**src/rtl/reg_dump.sv**
```systemverilog
// reg_dump: read-side scan engine that walks the register file read port over an
// address range and streams each value out on a valid/ready handshake.
// Optional status word after the last register: define REG_DUMP_FLAGS_EN.
module reg_dump #(
  parameter int W = 8,
  parameter int D = 4
) (
  input  logic         Clk,
  input  logic         Reset,
  input  logic         Start,
  input  logic [D-1:0] FirstAddr,
  input  logic [D-1:0] LastAddr,
  output logic [D-1:0] RdAddr,
  input  logic [W-1:0] RdData,
  input  logic         Zero_in,
  input  logic         Done_in,
  output logic [W-1:0] Out_Data,
  output logic         Out_Valid,
  input  logic         Out_Ready,
  output logic         Out_Last,
  output logic         Busy,
  output logic         Dump_Done
);

`ifdef REG_DUMP_FLAGS_EN
  typedef enum logic [2:0] {IDLE, FETCH, SEND, FLAGS, DONE} state_t;
  localparam bit FlagsEn = 1'b1;
`else
  typedef enum logic [2:0] {IDLE, FETCH, SEND, DONE} state_t;
  localparam bit FlagsEn = 1'b0;
`endif

  localparam logic [D-1:0] AddrOne = {{(D-1){1'b0}}, 1'b1};

  state_t       state;
  logic [D-1:0] ptr;
  logic [D-1:0] last;
  logic [D-1:0] ptr_next;
  logic         at_last;
  logic         handshake;

  assign ptr_next  = ptr + AddrOne;
  assign at_last   = (ptr == last);
  assign handshake = Out_Valid && Out_Ready;

`ifndef REG_DUMP_FLAGS_EN
  // Status inputs only feed the optional flags word.
  logic unused_flags;
  assign unused_flags = Zero_in ^ Done_in;
`endif

  // RdAddr is registered and loaded on entry to FETCH, so the register file
  // already presents the right word during the FETCH cycle.
  always_ff @(posedge Clk) begin
    // NOTE: all state here uses non-blocking assignments so every register
    // samples pre-edge values; blocking here would create ordering-dependent races.
    if (!Reset) begin
      state     <= IDLE;
      ptr       <= '0;
      last      <= '0;
      RdAddr    <= '0;
      Out_Data  <= '0;
      Out_Valid <= 1'b0;
      Out_Last  <= 1'b0;
      Busy      <= 1'b0;
      Dump_Done <= 1'b0;
    end else begin
      Dump_Done <= 1'b0;
      case (state)
        IDLE: begin
          RdAddr <= '0;
          if (Start) begin
            ptr    <= FirstAddr;
            last   <= LastAddr;
            RdAddr <= FirstAddr;
            Busy   <= 1'b1;
            state  <= FETCH;
          end
        end

        FETCH: begin
          Out_Data  <= RdData;
          Out_Last  <= FlagsEn ? 1'b0 : at_last;
          Out_Valid <= 1'b1;
          state     <= SEND;
        end

        SEND: begin
          if (handshake) begin
            Out_Valid <= 1'b0;
            Out_Last  <= 1'b0;
            if (at_last) begin
`ifdef REG_DUMP_FLAGS_EN
              Out_Data  <= {{(W-2){1'b0}}, Done_in, Zero_in};
              Out_Valid <= 1'b1;
              Out_Last  <= 1'b1;
              state     <= FLAGS;
`else
              Dump_Done <= 1'b1;
              state     <= DONE;
`endif
            end else begin
              ptr    <= ptr_next;
              RdAddr <= ptr_next;
              state  <= FETCH;
            end
          end
        end

`ifdef REG_DUMP_FLAGS_EN
        FLAGS: begin
          if (handshake) begin
            Out_Valid <= 1'b0;
            Out_Last  <= 1'b0;
            Dump_Done <= 1'b1;
            state     <= DONE;
          end
        end
`endif

        DONE: begin
          RdAddr <= '0;
          Busy   <= 1'b0;
          state  <= IDLE;
        end

        default: begin
          RdAddr    <= '0;
          Out_Valid <= 1'b0;
          Out_Last  <= 1'b0;
          Busy      <= 1'b0;
          state     <= IDLE;
        end
      endcase
    end
  end

endmodule

```
**config.mk**
```make
export PLATFORM = sky130hd
export DESIGN_NAME = reg_dump
export DESIGN_NICKNAME = d
export VERILOG_FILES = /design/src/rtl/reg_dump.sv
export SDC_FILE = /design/constraint.sdc
export NUM_CORES = 1
export LEC_CHECK = 0
export BUFFER_PORTS_ARGS = -buffer_cell sky130_fd_sc_hd__buf_4
export CAP_MARGIN = 20
export CORE_AREA = 2 2 53 55
export CTS_CLUSTER_SIZE = 28
export DETAILED_ROUTE_END_ITERATION = 10
export DIE_AREA = 0 0 55 57
export PLACE_DENSITY = 0.86
export RECOVER_POWER = 100
export SLEW_MARGIN = 15
export SYNTH_ARGS = -nofsm -noshare
export SYNTH_HDL_FRONTEND = slang
export SYNTH_SLANG_ARGS = --single-unit
```
**constraint.sdc**
```tcl
create_clock -name Clk -period 3.77 [get_ports Clk]
set_input_delay 0.1885 -clock Clk [delete_from_list [all_inputs] [get_ports Clk]]
set_output_delay 0.1885 -clock Clk [all_outputs]
set_load 0.005 [all_outputs]
```
==> results by group, run 1 <==
STA
  • Maximum clock rate: 0.4678 GHz
  • Total negative slack for setup checks: 0 ns
  • Final Hold Slack: 0.09071 ns
  • Final number of setup-violating endpoints: 0
  • Final Hold Vio Count: 0
  • RSZ-0062 raised after global routing: false
  • Worst-margin pin slew: 0.6461 ns
  • Tmin final: 2.138 ns
  • Final worst path period share: 0.5670
  • Worst max-slew margin expressed relative to the limit: 0.5693
  • Fin Clk Skew: 0.006299 ns
  • Final-report max-slew violation count: 0
  • Crit path setup slack, layout: 1.632 ns

Synthesis
  • FF+latch count, synth: 26
  • Unique masters post-synth: 39
  • Main area contributors after synthesis: dfxtp_1 (40%), mux2i_1 (10%), nand2_1 (6.3%), a21oi_1 (5.0%), ha_1 (3.8%)
  • Sequential fraction of the synthesis area: 0.4000
  • Async set-reset flop share out of synthesis: 0
  • Syn Inst Count: 152
  • Net count after synthesis: 178
  • Area share of the largest cell type after synthesis: 0.4000
  • Post-Synthesis Mean Instance Area: 8.561 um2
  • Number of synthesized flops with an enable pin: 0
  • Post-synthesis cell type with the largest combined area: dfxtp_1
  • Flip-flop cell with the highest count after synthesis: dfxtp_1
  • Number of warning messages in the yosys log: 0
  • Post-synthesis instance area: 0.001301 mm2

Finish
  • Post-route insts no fill: 214
  • Most used cells in the layout excluding fill and tap cells: dfxtp_1 (26), nand2_1 (22), buf_4 (19)
  • Most common cell after layout, fill and taps aside: dfxtp_1
  • Sequential Area: 520.5 um2
  • Area delta synth->final: 24.04%
  • Fill cells: 234
  • Area occupied by multi-input gates: 724.4 um2
  • Ratio of cells with drive above 1 in the final layout: 0.2131
  • Nets: 210
  • Count of antenna diodes in the layout: 0
  • Final core occ: 0.6172

Critical path
  • Depth of the most critical reg-to-reg path: 6
  • CP Capture Type: register
  • Critical path peak fanout: 18
  • Critical path data required time: 3.99 ns
  • Startpoint kind of the worst setup timing path: register
  • Data arrival time of the critical path: 2.36 ns
  • Crit Path Class: reg2reg

Clock tree
  • Post-CTS Hold Fix Bufs: 0
  • TritonCTS Buffers: 3
  • Clock-pin slew reported for the worst setup and hold paths after clock tree synthesis: 0.14 ns
  • Clock Tree Root: clkbuf_4
  • Post-CTS setup repair buffer count: 0
  • Maximum clock insertion buffer count: 2
  • Deepest level of the CTS H-tree: 1
  • CTS sink count: 26
  • Number of cells upsized or downsized after cts: 0
  • Worst skew pair latency: 0.32 ns
  • CTS tree: done

Place
  • Total placed cells including tap cells: 210
  • Worst slack after detailed placement: 1.720 ns
  • Final RePlAce weighted congestion: 0.9134
  • Port Buffers: 35
  • Detailed Place HPWL: 2179 um

Drt
  • Remaining design rule violation count: 0
  • Number of search-and-repair iterations in the first detailed-routing pass: 4
  • Total Wirelength: 3002 um
  • Total number of vias: 1214
  • Remaining number of nets flagged by the antenna check after routing: 0
  • Vias per std cell: 5.673
  • Average detailed-routed wire length per instance: 14.03 um
  • Starting DRC count in detailed routing: 31

Die
  • Die outline area: 0.003135 mm2
  • Die height: 57 um
  • Area of the placeable core: 0.002615 mm2
  • Number of ports placed on the die boundary: 38
  • Horizontal extent of the die: 55 um
  • Initial Util: 0.4976
  • Number of rows created at floorplan: 19

Hold path
  • Worst hold path stage count: 3
  • HP Class: in2reg

Global routing
  • Maximum number of pins on one net before global-route repair: 21
  • Wire length of the first global-routing pass: 4947 um
  • Number of global-route vias before repair: 1180
  • GRT Resource Usage Total: 0.2123
  • Initial antenna violation count: 0
  • GR Overflow Total: 0

Power
  • Leakage: 0.0006895 uW
  • Pwr/cell area: 667.4 mW/mm2
  • Largest voltage drop on the vdd net: 422.7 uV

Run status
  • Status: finished, final reports clean

Flow run
  • Max-cap violation count: 0
[through the flow]
stage                     area, um2  power, uW
after CTS                      1625       1092
after global placement         1573      874.5
after floorplan                1301      740.0
after detailed placement       1573      896.5
final                          1614       1077
after global routing           1614       1155
[cells in the mapped netlist, types with 2 or more instances]
cell type	instances
nor2b_1	4
and3_1	4
nor3_1	3
o2bb2ai_1	2
nor2_1	9
dfxtp_1	26
buf_1	2
o22ai_1	2
ha_1	4
mux2i_1	13
nand2_1	22
a21oi_1	13
nand4_1	2
nand3_1	3
clkbuf_1	6
inv_1	7
xnor2_1	4
o21ai_0	5
[path summary, 6_finish.rpt]
check | slack, ns | to | startpoint
worst max-delay path | 1.63 | ptr[3]$_SDFFE_PN0P_ | state[0]$_SDFFE_PN0P_
worst min-delay path | 0.09 | Out_Data[2]$_SDFFE_PN0P_ | RdData[2]
worst max register to register | 1.63 | ptr[3]$_SDFFE_PN0P_ | state[0]$_SDFFE_PN0P_
worst min register to register | 0.47 | RdAddr[3]$_SDFFE_PN0P_ | RdAddr[3]$_SDFFE_PN0P_
[cell type report]
class | count | share of cell area
Sequential cell | 26 | 0.3225
Clock inverter | 1 | 0.01860
Tap cell | 31 | 0.02403
Clock buffer | 3 | 0.01395
Timing Repair Buffer | 35 | 0.1558
Inverter | 7 | 0.01628
Multi-Input combinational cell | 111 | 0.4488
[flip-flops by register name, indices dropped and copies added (netlist names)]
| register | cells |
|---|---|
| state | 2 |
| Dump_Done | 1 |
| Busy | 1 |
| Out_Valid | 1 |
| Out_Last | 1 |
| RdAddr | 4 |
| Out_Data | 8 |
| ptr | 4 |
| last | 4 |
[kinds of logic after synthesis]
group	Yosys count	synth area share
flip-flops	26	0.4000
multiplexers	13	0.1000
XOR/XNOR	5	0.03365
adder cells (fa/ha/maj)	4	0.03846
AND/OR/NAND/NOR	52	0.1913
AO/OA/AOI/OAI	37	0.1933
buffers and inverters	15	0.04327
[worst max-delay path, stage by stage (launching register included)]
cell       delay [ns]
dfxtp_1          0.35
inv_1            0.12
ha_1             0.57
inv_1            0.21
o21ai_0          0.28
or3b_1           0.37
o2bb2ai_1        0.12
[power by group]
group | internal [uW] | total [uW] | switching [uW]
clock network | 108 | 190 | 82.4
registers | 345 | 400 | 55.1
logic | 219 | 487 | 268
total | 672 | 1080 | 406
[layer usage]
metal,track usage,part of all wire
met1,0.2612,0.43
met2,0.3469,0.48
met3,0.04188,0.075
met4,0.1010,0.020
met5,0,0
Note: power is estimated with default switching activity, not from simulation.
==> run 2: changes to the inputs <==
--- a/config.mk
+++ b/config.mk
@@ -5,13 +5,14 @@
 export SDC_FILE = /design/constraint.sdc
 export NUM_CORES = 1
 export LEC_CHECK = 0
+export ABC_AREA = 1
 export BUFFER_PORTS_ARGS = -buffer_cell sky130_fd_sc_hd__buf_4
 export CAP_MARGIN = 20
-export CORE_AREA = 2 2 53 55
+export CORE_AREA = 2 2 54 56
 export CTS_CLUSTER_SIZE = 28
 export DETAILED_ROUTE_END_ITERATION = 10
-export DIE_AREA = 0 0 55 57
-export PLACE_DENSITY = 0.86
+export DIE_AREA = 0 0 56 58
+export PLACE_DENSITY = 0.82
 export RECOVER_POWER = 100
 export SLEW_MARGIN = 15
 export SYNTH_ARGS = -nofsm -noshare
==> constraint.sdc (replaced) <==
create_clock -name Clk -period 2.1 [get_ports Clk]
set_input_delay 0.105 -clock Clk [delete_from_list [all_inputs] [get_ports Clk]]
set_output_delay 0.105 -clock Clk [all_outputs]
set_load 0.005 [all_outputs]
==> run 2 against run 1 <==
- utilization hardly changed
- final area increased by 1.9%
- critical endpoint unchanged
- largest power group unchanged
- wire length shrank 9.3%
- register-to-register slack got worse by 1.2 ns
- clock power increased by 84%
- the flow now finishes with violations (hold timing)
- clock skew up 0.0068 ns
- via count increased by 0.49%
- non-clock buffer count rose by 7
- setup slack worse by 1.2 ns
- area after synthesis down 2.7%
- first-iteration DRC count grew 42%
- critical path depth is 2 higher
- critical path type unchanged
==> results by group, run 2 <==
Clock tree
  • TritonCTS Buffers: 3 (unchanged)
  • Deepest level of the CTS H-tree: 1 (unchanged)
  • CTS tree: done
  • Clock Tree Root: clkbuf_4
  • Clock-pin slew reported for the worst setup and hold paths after clock tree synthesis: 0.15 ns (about the same)
  • Number of cells upsized or downsized after cts: 0 (unchanged)
  • CTS sink count: 26 (unchanged)
  • Worst skew pair latency: 0.33 ns (about the same)
  • Maximum clock insertion buffer count: 2 (unchanged)
  • Post-CTS setup repair buffer count: 0 (unchanged)

Drt
  • Vias per std cell: 4.841 (-15%)
  • Average detailed-routed wire length per instance: 10.80 um (-23%)
  • Total number of vias: 1220 (+0.49%)
  • Remaining design rule violation count: 0 (unchanged)
  • Starting DRC count in detailed routing: 44 (+42%)
  • Total Wirelength: 2722 um (-9.3%)
  • Remaining number of nets flagged by the antenna check after routing: 0 (unchanged)
  • Number of search-and-repair iterations in the first detailed-routing pass: 4 (unchanged)

Synthesis
  • Syn Inst Count: 180 (+18%)
  • Async set-reset flop share out of synthesis: 0 (unchanged)
  • Number of warning messages in the yosys log: 0 (unchanged)
  • Main area contributors after synthesis: dfxtp_1 (41%), nand2_1 (12%), nor2_1 (8.9%), a21oi_1 (7.1%), o21ai_0 (6.3%)
  • Unique masters post-synth: 25 (-36%)
  • FF+latch count, synth: 26 (unchanged)
  • Post-synthesis cell type with the largest combined area: dfxtp_1
  • Most frequent cell after synthesis: nand2_1
  • Post-synthesis instance area: 0.001266 mm2 (-2.7%)
  • Number of synthesized flops with an enable pin: 0 (unchanged)
  • Sequential fraction of the synthesis area: 0.4111 (+0.01107)
  • Post-Synthesis Mean Instance Area: 7.035 um2 (-18%)
  • Most frequent cells after synthesis: nand2_1 (42), nor2_1 (30), dfxtp_1 (26), a21oi_1 (18), inv_1 (17)
  • Flip-flop cell with the highest count after synthesis: dfxtp_1
  • Area share of the largest cell type after synthesis: 0.4111 (+0.01107)
  • Net count after synthesis: 206 (+16%)

Finish
  • Most used cells in the layout excluding fill and tap cells: nand2_1 (42), nor2_1 (30), dfxtp_1 (26)
  • Most common cell after layout, fill and taps aside: nand2_1
  • Flip-flop count of the largest register, all copies and words added: 8 (unchanged)
  • Nets: 248 (+18%)
  • Area delta synth->final: 29.84%
  • Biggest register: Out_Data
  • Count of antenna diodes in the layout: 0 (unchanged)
  • Post-route insts no fill: 252 (+18%)
  • Ratio of cells with drive above 1 in the final layout: 0.2127 (-0.0004451)

STA
  • Final Hold Slack: -0.001190 ns (-0.09190 ns)
  • Final-report max-slew violation count: 0 (unchanged)
  • Fin Clk Skew: 0.01309 ns (+0.006794 ns)
  • Final number of setup-violating endpoints: 0 (unchanged)
  • Final worst path period share: 0.8046 (+0.2376)
  • RSZ-0062 raised after global routing: false
  • Tmin final: 1.690 ns (-0.4479 ns)
  • Crit path setup slack, layout: 0.4103 ns (-1.222 ns)
  • Final Hold Vio Count: 1 (+1)
  • Worst max-slew margin expressed relative to the limit: 0.7653 (+0.1960)
  • Total negative slack for setup checks: 0 ns (unchanged)
  • Maximum clock rate: 0.5918 GHz (+27%)
  • Worst-margin pin slew: 0.3520 ns (-0.2941 ns)

Place
  • Port Buffers: 35 (unchanged)
  • Final RePlAce weighted congestion: 0.7957 (-13%)
  • Total placed cells including tap cells: 241 (+15%)
  • Detailed Place HPWL: 1855 um (-15%)
  • Worst slack after detailed placement: 0.4490 ns (-1.271 ns)

Die
  • Number of rows created at floorplan: 19 (unchanged)
  • Initial Util: 0.4756 (-0.02204)
  • Die height: 58 um (+1.8%)
  • Area of the placeable core: 0.002663 mm2 (+1.8%)
  • Die outline area: 0.003248 mm2 (+3.6%)
  • Number of ports placed on the die boundary: 38 (unchanged)
  • Horizontal extent of the die: 56 um (+1.8%)

Critical path
  • Depth of the most critical reg-to-reg path: 8 (+2)
  • Crit Path Class: reg2reg
  • Data arrival time of the critical path: 1.97 ns (-0.39 ns)
  • Critical path, cell by cell: inv_1, ha_1, inv_1, a21oi_4, nand2_1, nand2_1, nand2_1, nor2_1
  • Logic depth of the worst setup path including buffers: 8 (+2)
  • Critical path data required time: 2.38 ns (-1.61 ns)
  • Slowest cell on the critical path: ha_1
  • Critical path peak fanout: 9 (-9)
  • Worst path bufs/invs: 2 (unchanged)
  • Highest cell delay on the worst timing path: 0.38 ns (-0.19 ns)
  • Cell type with the highest occurrence count on the critical path: nand2_1
  • Worst path top cell family by delay: adder cells
  • CP Capture Type: register
  • Startpoint kind of the worst setup timing path: register

Power
  • Pwr/cell area: 1333 mW/mm2 (+100%)
  • Leakage: 0.0007896 uW (+15%)
  • Largest voltage drop on the vdd net: 822.8 uV (+95%)

Global routing
  • Wire length of the first global-routing pass: 4823 um (-2.5%)
  • Maximum number of pins on one net before global-route repair: 24 (+14%)
  • Initial antenna violation count: 0 (unchanged)
  • GRT Resource Usage Total: 0.1827 (-0.02962)
  • GR Overflow Total: 0 (unchanged)
  • Number of global-route vias before repair: 1175 (-0.42%)

Hold path
  • Worst hold path stage count: 3 (unchanged)
  • HP Class: in2reg

Run status
  • Failing checks: hold timing
  • Status: finished with violations

Flow run
  • Max-cap violation count: 0 (unchanged)
[run 2: changes by cell type in the layout (fill, tap and decap cells not counted), sizes merged, moves of 7 or more]
cell	change
mux2i	-13
dlygate4sd3	+7
o21ai	+11
inv	+12
nor2	+23
nand2	+20
[run 2: area by class of cell]
type,count,area (um2)
clock inverters,1,30.03
fillers,245,1018
inverters,20,75.07
clock buffers,3,22.52
multi-input cells,129,631.9
flip-flops and latches,26,520.5
repair buffers,42,325.3
well taps,31,38.79
[run 2: cells by family after synthesis]
family	synth area share
adders and majority gates	0.03953
AOI/OAI and AO/OA	0.1720
DFF	0.4111
and+or+nand+nor	0.2876
buffers and inverters	0.08991
[run 2: metrics by stage]
stage	util	total power, uW	instance area [um2]
after global routing	0.6175	2412	1644
final	0.6175	2192	1644
after detailed placement	0.5742	1853	1529
after floorplan	-	1540	1266
after global placement	0.5742	1834	1529
after CTS	0.6203	2224	1652
[run 2: worst reg2reg max path: stages (launching register included)]
cell and delay, ns:
dfxtp_1 0.36, inv_1 0.12, ha_1 0.38, inv_1 0.20, a21oi_4 0.29, nand2_1 0.11
nand2_1 0.07, nand2_1 0.04, nor2_1 0.08
[run 2: timing repair]
action | in CTS | in global routing
hold endpoints to repair | 7 | 0
setup endpoints to repair | 0 | 0
hold buffers | 7 | 0
[run 2: per-layer routing]
layer  track usage  part of all wire
met5             0                 0
met4       0.05442            0.0040
met3       0.03125             0.050
met2        0.3311              0.50
met1        0.2228              0.45
[run 2: path summary, 6_finish.rpt]
kind | start | endpoint | slack, ns
setup / recovery | state[0]$_SDFFE_PN0P_ | ptr[3]$_SDFFE_PN0P_ | 0.41
hold / removal | RdData[7] | Out_Data[7]$_SDFFE_PN0P_ | -0.001
setup reg to reg | state[0]$_SDFFE_PN0P_ | ptr[3]$_SDFFE_PN0P_ | 0.41
hold reg to reg | Out_Last$_SDFFE_PN0P_ | Out_Last$_SDFFE_PN0P_ | 0.48
[run 2: power breakdown]
group          internal, uW  total (uW)  switching, uW
clock network           193         349            155
registers               669         782            113
logic                   455        1060            607
